### config.mk
export PLATFORM = sky130hd
export DESIGN_NAME = experiment_generic_demux6
export DESIGN_NICKNAME = d
export VERILOG_FILES = /design/src/rtl/common_pkg.sv /design/src/rtl/stream_demux_if.sv /design/src/rtl/experiment_generic_demux6.sv /design/src/rtl/stream_out_slot.sv /design/src/rtl/stream_demux.sv
export SDC_FILE = /design/constraint.sdc
export NUM_CORES = 1
export LEC_CHECK = 0
export ABC_AREA = 0
export CAP_MARGIN = 10
export CORE_MARGIN = 2
export CORE_UTILIZATION = 42
export CTS_CLUSTER_SIZE = 24
export DETAILED_ROUTE_END_ITERATION = 10
export GPL_ROUTABILITY_DRIVEN = 0
export HOLD_SLACK_MARGIN = 0.02
export PLACE_DENSITY = 0.83
export RECOVER_POWER = 50
export SETUP_SLACK_MARGIN = 0.4
export SYNTH_ARGS = -nofsm -noshare
export SYNTH_HDL_FRONTEND = slang
export SYNTH_SLANG_ARGS = --single-unit
### constraint.sdc
create_clock -name clk -period 2.2 [get_ports clk]
set_input_delay 0.22 -clock clk [delete_from_list [all_inputs] [get_ports clk]]
set_output_delay 0.22 -clock clk [all_outputs]
set_load 0.005 [all_outputs]
### src/rtl/common_pkg.sv
// Shared datapath definitions for the NoC stream blocks.
package common_pkg;

    // Default payload width for stream words.
    localparam int unsigned DEFAULT_D_W = 32;

    // Packet-tracking state of stream_demux.
    typedef enum logic {
        IDLE,   // next accepted beat is a packet head
        BUSY    // mid-packet, destination locked
    } stream_demux_state_t;

endpackage

### src/rtl/stream_demux_if.sv
// Valid/ready bundle for the 1-to-N stream demultiplexer.
import common_pkg::*;

interface stream_demux_if #(
    parameter int unsigned N = 6,
    parameter int unsigned W = DEFAULT_D_W
);
    localparam int unsigned L = (N > 1) ? $clog2(N) : 1;

    logic [L-1:0]          sel;
    logic                  in_valid;
    logic                  in_ready;
    logic [W-1:0]          in_data;
    logic                  in_last;
    logic [N-1:0]          out_valid;
    logic [N-1:0]          out_ready;
    logic [N-1:0][W-1:0]   out_data;
    logic [N-1:0]          out_last;
    logic                  err_bad_sel;

    // Producer/consumer side: drives the input stream and the per-port ready.
    modport master (
        output sel, in_valid, in_data, in_last, out_ready,
        input  in_ready, out_valid, out_data, out_last, err_bad_sel
    );

    // Demux side.
    modport slave (
        input  sel, in_valid, in_data, in_last, out_ready,
        output in_ready, out_valid, out_data, out_last, err_bad_sel
    );

endinterface

### src/rtl/experiment_generic_demux6.sv
// Flat-port 6-output stream_demux for FPGA mapping comparison.
import common_pkg::*;

module experiment_generic_demux6 #(
    parameter int unsigned W = DEFAULT_D_W
) (
    input  logic           clk,
    input  logic           rst_n,
    input  logic [2:0]     sel,
    input  logic           in_valid,
    output logic           in_ready,
    input  logic [W-1:0]   in_data,
    input  logic           in_last,
    output logic [5:0]     out_valid,
    input  logic [5:0]     out_ready,
    output logic [6*W-1:0] out_data,
    output logic [5:0]     out_last,
    output logic           err_bad_sel
);

    stream_demux_if #(.N(6), .W(W)) bus ();

    assign bus.sel       = sel;
    assign bus.in_valid  = in_valid;
    assign bus.in_data   = in_data;
    assign bus.in_last   = in_last;
    assign bus.out_ready = out_ready;
    assign in_ready      = bus.in_ready;
    assign out_valid     = bus.out_valid;
    assign out_data      = bus.out_data;
    assign out_last      = bus.out_last;
    assign err_bad_sel   = bus.err_bad_sel;

    stream_demux #(.N(6), .W(W)) u_demux (
        .clk   (clk),
        .rst_n (rst_n),
        .io    (bus)
    );

endmodule

### src/rtl/stream_out_slot.sv
// One-entry register slice for a single demux output port.
import common_pkg::*;

module stream_out_slot #(
    parameter int unsigned W = DEFAULT_D_W
) (
    input  logic         clk,
    input  logic         rst_n,
    input  logic         load,
    input  logic [W-1:0] data_in,
    input  logic         last_in,
    input  logic         ready,
    output logic         valid,
    output logic [W-1:0] data,
    output logic         last
);

    // Load wins over drain so a full slot with ready high refills every cycle.
    always_ff @(posedge clk or negedge rst_n) begin
        if (!rst_n) begin
            valid <= 1'b0;
            data  <= '0;
            last  <= 1'b0;
        end else if (load) begin
            valid <= 1'b1;
            data  <= data_in;
            last  <= last_in;
        end else if (valid && ready) begin
            valid <= 1'b0;
        end
    end

endmodule

### src/rtl/stream_demux.sv
// 1-to-N packet demultiplexer: destination is taken from sel on the head
// beat and held for the rest of the packet; each port has a one-entry slot.
import common_pkg::*;

module stream_demux #(
    parameter int unsigned N = 6,
    parameter int unsigned W = DEFAULT_D_W
) (
    input  logic          clk,
    input  logic          rst_n,
    stream_demux_if.slave io
);

    localparam int unsigned L     = (N > 1) ? $clog2(N) : 1;
    localparam logic [L:0]  N_LIM = (L+1)'(N);

    stream_demux_state_t state, state_nxt;
    logic [L-1:0]        lock_sel;
    logic [L-1:0]        target;
    logic                tgt_ok;
    logic                rdy;
    logic                accept;
    logic [N-1:0]        load;
    logic [N-1:0]        can_load;
    logic [N-1:0]        slot_valid;
    logic [N-1:0]        slot_last;
    logic [N-1:0][W-1:0] slot_data;
    logic                err_q;

    assign can_load = ~slot_valid | io.out_ready;

    // Route selection, input handshake, slot load strobes and next state.
    // A target outside 0..N-1 matches no slot, so rdy stays 1 and the beat is dropped.
    always_comb begin
        state_nxt = state;
        target    = (state == IDLE) ? io.sel : lock_sel;
        tgt_ok    = ({1'b0, target} < N_LIM);
        rdy       = 1'b1;
        load      = '0;
        for (int unsigned k = 0; k < N; k++) begin
            if (target == L'(k)) begin
                rdy = can_load[k];
            end
        end
        accept = io.in_valid && rdy;
        for (int unsigned k = 0; k < N; k++) begin
            load[k] = accept && (target == L'(k));
        end
        case (state)
            IDLE:    if (accept && !io.in_last) state_nxt = BUSY;
            BUSY:    if (accept &&  io.in_last) state_nxt = IDLE;
            default: state_nxt = IDLE;
        endcase
    end

    // Packet-tracking state register.
    always_ff @(posedge clk or negedge rst_n) begin
        if (!rst_n) begin
            state <= IDLE;
        end else begin
            state <= state_nxt;
        end
    end

    // Capture destination on a multi-beat head; flag heads with an invalid select.
    always_ff @(posedge clk or negedge rst_n) begin
        if (!rst_n) begin
            lock_sel <= '0;
            err_q    <= 1'b0;
        end else if (state == IDLE && accept) begin
            if (!io.in_last) begin
                lock_sel <= io.sel;
            end
            if (!tgt_ok) begin
                err_q <= 1'b1;
            end
        end
    end

    for (genvar k = 0; k < N; k++) begin : g_slot
        stream_out_slot #(.W(W)) u_slot (
            .clk     (clk),
            .rst_n   (rst_n),
            .load    (load[k]),
            .data_in (io.in_data),
            .last_in (io.in_last),
            .ready   (io.out_ready[k]),
            .valid   (slot_valid[k]),
            .data    (slot_data[k]),
            .last    (slot_last[k])
        );
    end

    assign io.in_ready    = rdy;
    assign io.out_valid   = slot_valid;
    assign io.out_data    = slot_data;
    assign io.out_last    = slot_last;
    assign io.err_bad_sel = err_q;

endmodule

After elaboration in Yosys (flattened, before gate mapping)
Index checks and enable logic that the tools add are counted.

storage, ports and cells
  register bits after elaboration = 209
  input port bits = 45
  output and inout port bits = 206
  word-level logic and storage cells = 80

cells by class
  $lt $le $gt $ge = 1
  equal/unequal tests = 5
  muxes and demuxes = 22
  bitwise gates (word level) = 5
  reductions and logical operators = 26

operators with widths
  kind                                                              count
  1-bit two-way mux                                                 20
  1-bit logical AND                                                 16
  2-bit nonzero test                                                6
  3-bit by 2-bit == test with 1-bit output (second input constant)  2
  3-bit == test (second input constant)                             2
  6-bit NOT                                                         1
  6-bit OR                                                          1
  2-bit AND reduction                                               2
  3-bit by 1-bit == test with 1-bit output (second input constant)  1
  3-bit logical NOT                                                 1
  3-bit less-than comparator (second input constant)                1
  3-bit two-way mux                                                 1
  1-bit NOT                                                         3
  1-bit one-hot mux with 2 select lines                             1
  1-bit logical NOT                                                 1

Longest topological paths before layout
  depth in word-level cells = 12
  mapped depth = 8
  depth with buffers taken out = 5

Hierarchy
From an unflattened synthesis, not the netlist that was laid out.

second synthesis, totals
  cells, all modules = 486
  area total of the unflattened synthesis = 8914.8 um^2

by module, submodules not included
  module           times used  cells an instance  area each (um^2)  sequential area each (um^2)
  stream_out_slot  6           73                 1413.9            850.8
  stream_demux     1           48                 431.7             125.1

Least setup slack after synthesis
OpenSTA, ideal clock, no wires.

  path type = reg-to-reg
  start point = reg with a tool-made name
  end point = reg u_demux.g_slot[3].u_slot.data[10]
  library setup time = 125 ps
  arrival time = 2109 ps
  data required time = 2075 ps
  path slack = -34 ps
  cell stages (with the launch flop) = 9
  path buffers = 3
  cells stage by stage = dfrtp_1 > buf_6 > mux2_4 > o2111ai_2 > o211ai_2 > or4b_1 > buf_4 > buf_6 > mux2_4

RTL lines
  what                    line                   source
  end signal: assignment  stream_out_slot.sv:26  data <= data_in;
  end: declaration        stream_out_slot.sv:14  output logic [W-1:0] data,

==> summary.md <==
| Metric | Value |
|---|---|
| Status | finished with violations |
| Failing checks | max-capacitance violations, max-slew violations, negative setup slack |
| Max VDD drop | 1.00 mV |
| IO Count | 251 |
| Power density cells | 1420 nW/um^2 |
| Max_cap viols | 1 |
| Die X | 144 um |
| Setup crit end kind | flop |
| Multiplexer share of the synthesized area | 30.6% |
| Crit path DAT | 2.86 ns |
| Worst Max-Slew Pin Slew | 1.60 ns |
| Detail Route Antenna Nets | 0 |
| Hold path cells | 2 |
| Main combinational cell family by area after synthesis | multiplexers |
| # setup viols final | 106 |
| First-pass DRT Iterations | 4 |
| Vias post-DR | 5557 |
| Layout Area Growth over Synthesis | 61.7% |
| Min-delay worst type | in -> reg |
| Clock Sinks | 209 |
| Clock-pin slew of the registers on the worst-case setup and hold paths | 0.06 ns |
| Worst-Skew Late Latency | 0.50 ns |
| Area share of the largest cell type after synthesis | 63.1% |
| Area of the mapped netlist | 8290 um^2 |
| Vias in the first global route | 5925 |
| Startpoint types | flop |
| WL final | 26100 um |
| Rows | 51 |
| Hold Vio Cnt, Final | 0 |
| Min Tclk post-route | 2.48 ns |
| Reg-to-reg slack, setup | -0.28 ns |
| Initial core utilization | 42.7% |
| Synth top area cells | dfrtp_1 (63%), mux2_2 (19%), mux2_4 (11%) |
| Wire length per cell | 23.8 um |
| Post-Synthesis Cells | 492 |
| Required time worst endpoint | 2.58 ns |
| Mapped Avg Cell Area | 16.8 um^2 |
| RSZ-0062 raised after global routing | true |
| Initial antenna violation count | 0 |
| Post-Synth XOR/XNOR Area | 0% |
| Adder-cell share of the synthesized area | 0% |
| CTS tree | done |
| Post-layout nets | 861 |
| HPWL after DPL | 14400 um |
| Max-slew headroom | -6.56% |
| Synth area leader | dfrtp_1 |
| Sequential-to-total area share from yosys stat | 63.1% |
| Die area | 20900 um^2 |
| Number of H-tree levels | 1 |
| Tcrit/Tclk final | 113% |
| YS warnings | 0 |
| First-pass GRT wire length | 37700 um |
| Fmax | 403 MHz |
| Initial DRC Count | 203 |
| Via-to-Cell Ratio | 5.07 |
| Chip Height | 144 um |
| Post-route setup TNS | -18.35 ns |
| Leak | 6.40 nW |
| Crit-path max FO | 5 |
| CTS Root Cell | clkbuf_16 |
| N_diodes | 0 |
| Synth Area in Compound Gates | 1.03% |
| Slew Limit Fails | 62 |
| Setup skew after layout | 0.00925 ns |
| R2R depth | 8 |
| Synth Area in Simple Gates | 2.34% |
| Mapped Nets | 537 |
| Seq cells post-synth | 209 |
| Grt total ovfl | 0 |
| Buffers on Ports | 250 |
| DRC violations left | 0 |
| Fillcell total | 1255 |
| CP Class | reg -> reg |
| Unique masters post-synth | 34 |
| Largest net degree at the start of global routing | 62 |
| Gr usage total | 24.3% |
| Maximum buffer depth of the clock tree | 3 |
| Layout cell share with drive strength beyond 1 | 42.2% |
| Final worst setup slack | -0.279 ns |
| TritonCTS Buffers | 22 |
| CORE AREA | 19400 um^2 |
| Dpl ws | -0.435 ns |
-- cell families after synthesis --
family                 after synthesis
buffers and inverters               38
flip-flops                         209
multiplexers                       204
AO/OA/AOI/OAI                        9
AND/OR/NAND/NOR                     32
-- cell type report --
type / count / area, um^2 / area share [%]
clock buffers: 31 / 666 / 4.97
clock inverters: 9 / 76.3 / 0.570
multi-input cells: 245 / 3310 / 24.7
repair buffers: 333 / 3770 / 28.1
inverters: 5 / 18.8 / 0.140
well taps: 265 / 332 / 2.47
flip-flops and latches: 209 / 5230 / 39.0
-- worst max-delay path, cell delays in order, from the launching register on --
cell	delay [ns]
dfrtp_2	0.44
buf_4	0.16
nor3_2	0.29
nor2_1	0.12
buf_4	0.16
or4_4	0.57
buf_6	0.17
clkbuf_16	0.16
mux2_4	0.29
-- layout by cell type, fill, tap and decap left out, types with 2 or more instances in the layout --
cell	n
clkinv_2	6
or4b_4	2
buf_16	15
nand3_4	2
mux2_4	160
buf_12	19
buf_6	18
clkbuf_1	2
clkbuf_2	4
nor3b_2	2
nor2_1	2
clkbuf_8	6
nand2_1	2
buf_4	25
nand2b_1	4
clkdlybuf4s50_1	248
mux2_2	42
nand3b_1	2
inv_1	5
clkbuf_16	24
dfrtp_1	208
nand2_2	4
-- repair_timing --
| item | 4_1_cts | 5_1_grt |
|---|---|---|
| resized for setup | 158 | 23 |
| endpoints found under the hold margin | 56 | 0 |
| pin swaps | 12 | 4 |
| setup buffers | 26 | 3 |
| hold buffers | 1 | 0 |
| setup endpoints to repair | 206 | 208 |
| gates cloned | 16 | 1 |
-- cells in the mapped netlist --
cell type / number
or2_2: 1
o2111ai_2: 1
nor2_1: 3
and3b_1: 2
nand4_1: 1
a41o_1: 1
or3b_2: 1
mux2i_1: 1
inv_1: 5
or3_1: 1
mux2_2: 142
a211o_1: 1
buf_6: 7
buf_4: 13
nand2b_1: 4
nor3_1: 1
clkbuf_1: 12
nand3b_1: 2
o2111ai_1: 1
mux2i_4: 1
buf_2: 1
or4_1: 1
and2_0: 1
o32ai_1: 1
o21ai_0: 1
or4b_1: 2
nand2_1: 7
nor3b_1: 3
o211ai_2: 1
mux2_4: 60
a22oi_1: 1
o311ai_0: 1
nand3_1: 2
dfrtp_1: 209
-- sequential cells by signal, indices dropped and copies added (netlist names), named ones only --
name                         count
u_demux.io.err_bad_sel           1
u_demux.g_slot.u_slot.last       6
u_demux.g_slot.u_slot.data     192
u_demux.lock_sel                 3
u_demux.g_slot.u_slot.valid      6
-- per-layer routing --
metal | vias up | wire [um] | part of all wire (%) | GRT usage [%]
met4 | 0 | 738 | 2.8 | 6.90
met2 | 238 | 12900 | 49 | 41.0
met5 | - | 0 | 0 | 0
li1 | 2398 | - | - | -
met3 | 45 | 1950 | 7.5 | 6.39
met1 | 2876 | 10500 | 40 | 30.9
-- metrics by stage --
step                      hold slack [ns]  std cells  total power, mW  cell area, um^2  util [%]
after floorplan                   -0.0756        492             9.33             8390         -
after global placement              0.248       1010             13.8            11300      58.2
after detailed placement            0.253       1010             14.0            11300      58.2
after CTS                           0.286       1093             18.9            13300      68.5
after global routing                0.345       1097             20.0            13400      69.1
final                               0.334       1097             19.1            13400      69.1
-- power by group --
group | switching, mW | internal (mW) | leakage [nW]
Clock | 1.54 | 2.23 | 0.371
Combinational | 2.45 | 5.97 | 3.51
Sequential | 1.18 | 5.73 | 2.51
Total | 5.16 | 13.9 | 6.40
-- final timing paths --
kind                                                     from                                             to
hold reg to reg            u_demux.io.err_bad_sel$_DFFE_PN0P_             u_demux.io.err_bad_sel$_DFFE_PN0P_
max in group asynchronous                               rst_n  u_demux.g_slot[5].u_slot.data[11]$_DFFE_PN0P_
setup reg to reg                                         flop  u_demux.g_slot[1].u_slot.data[13]$_DFFE_PN0P_
hold / removal                                   out_ready[1]     u_demux.g_slot[1].u_slot.valid$_DFFE_PN0P_
min in group asynchronous                               rst_n  u_demux.g_slot[2].u_slot.data[18]$_DFFE_PN0P_
setup / recovery                                         flop  u_demux.g_slot[1].u_slot.data[13]$_DFFE_PN0P_
No activity file was read; power rests on OpenSTA's default activity.
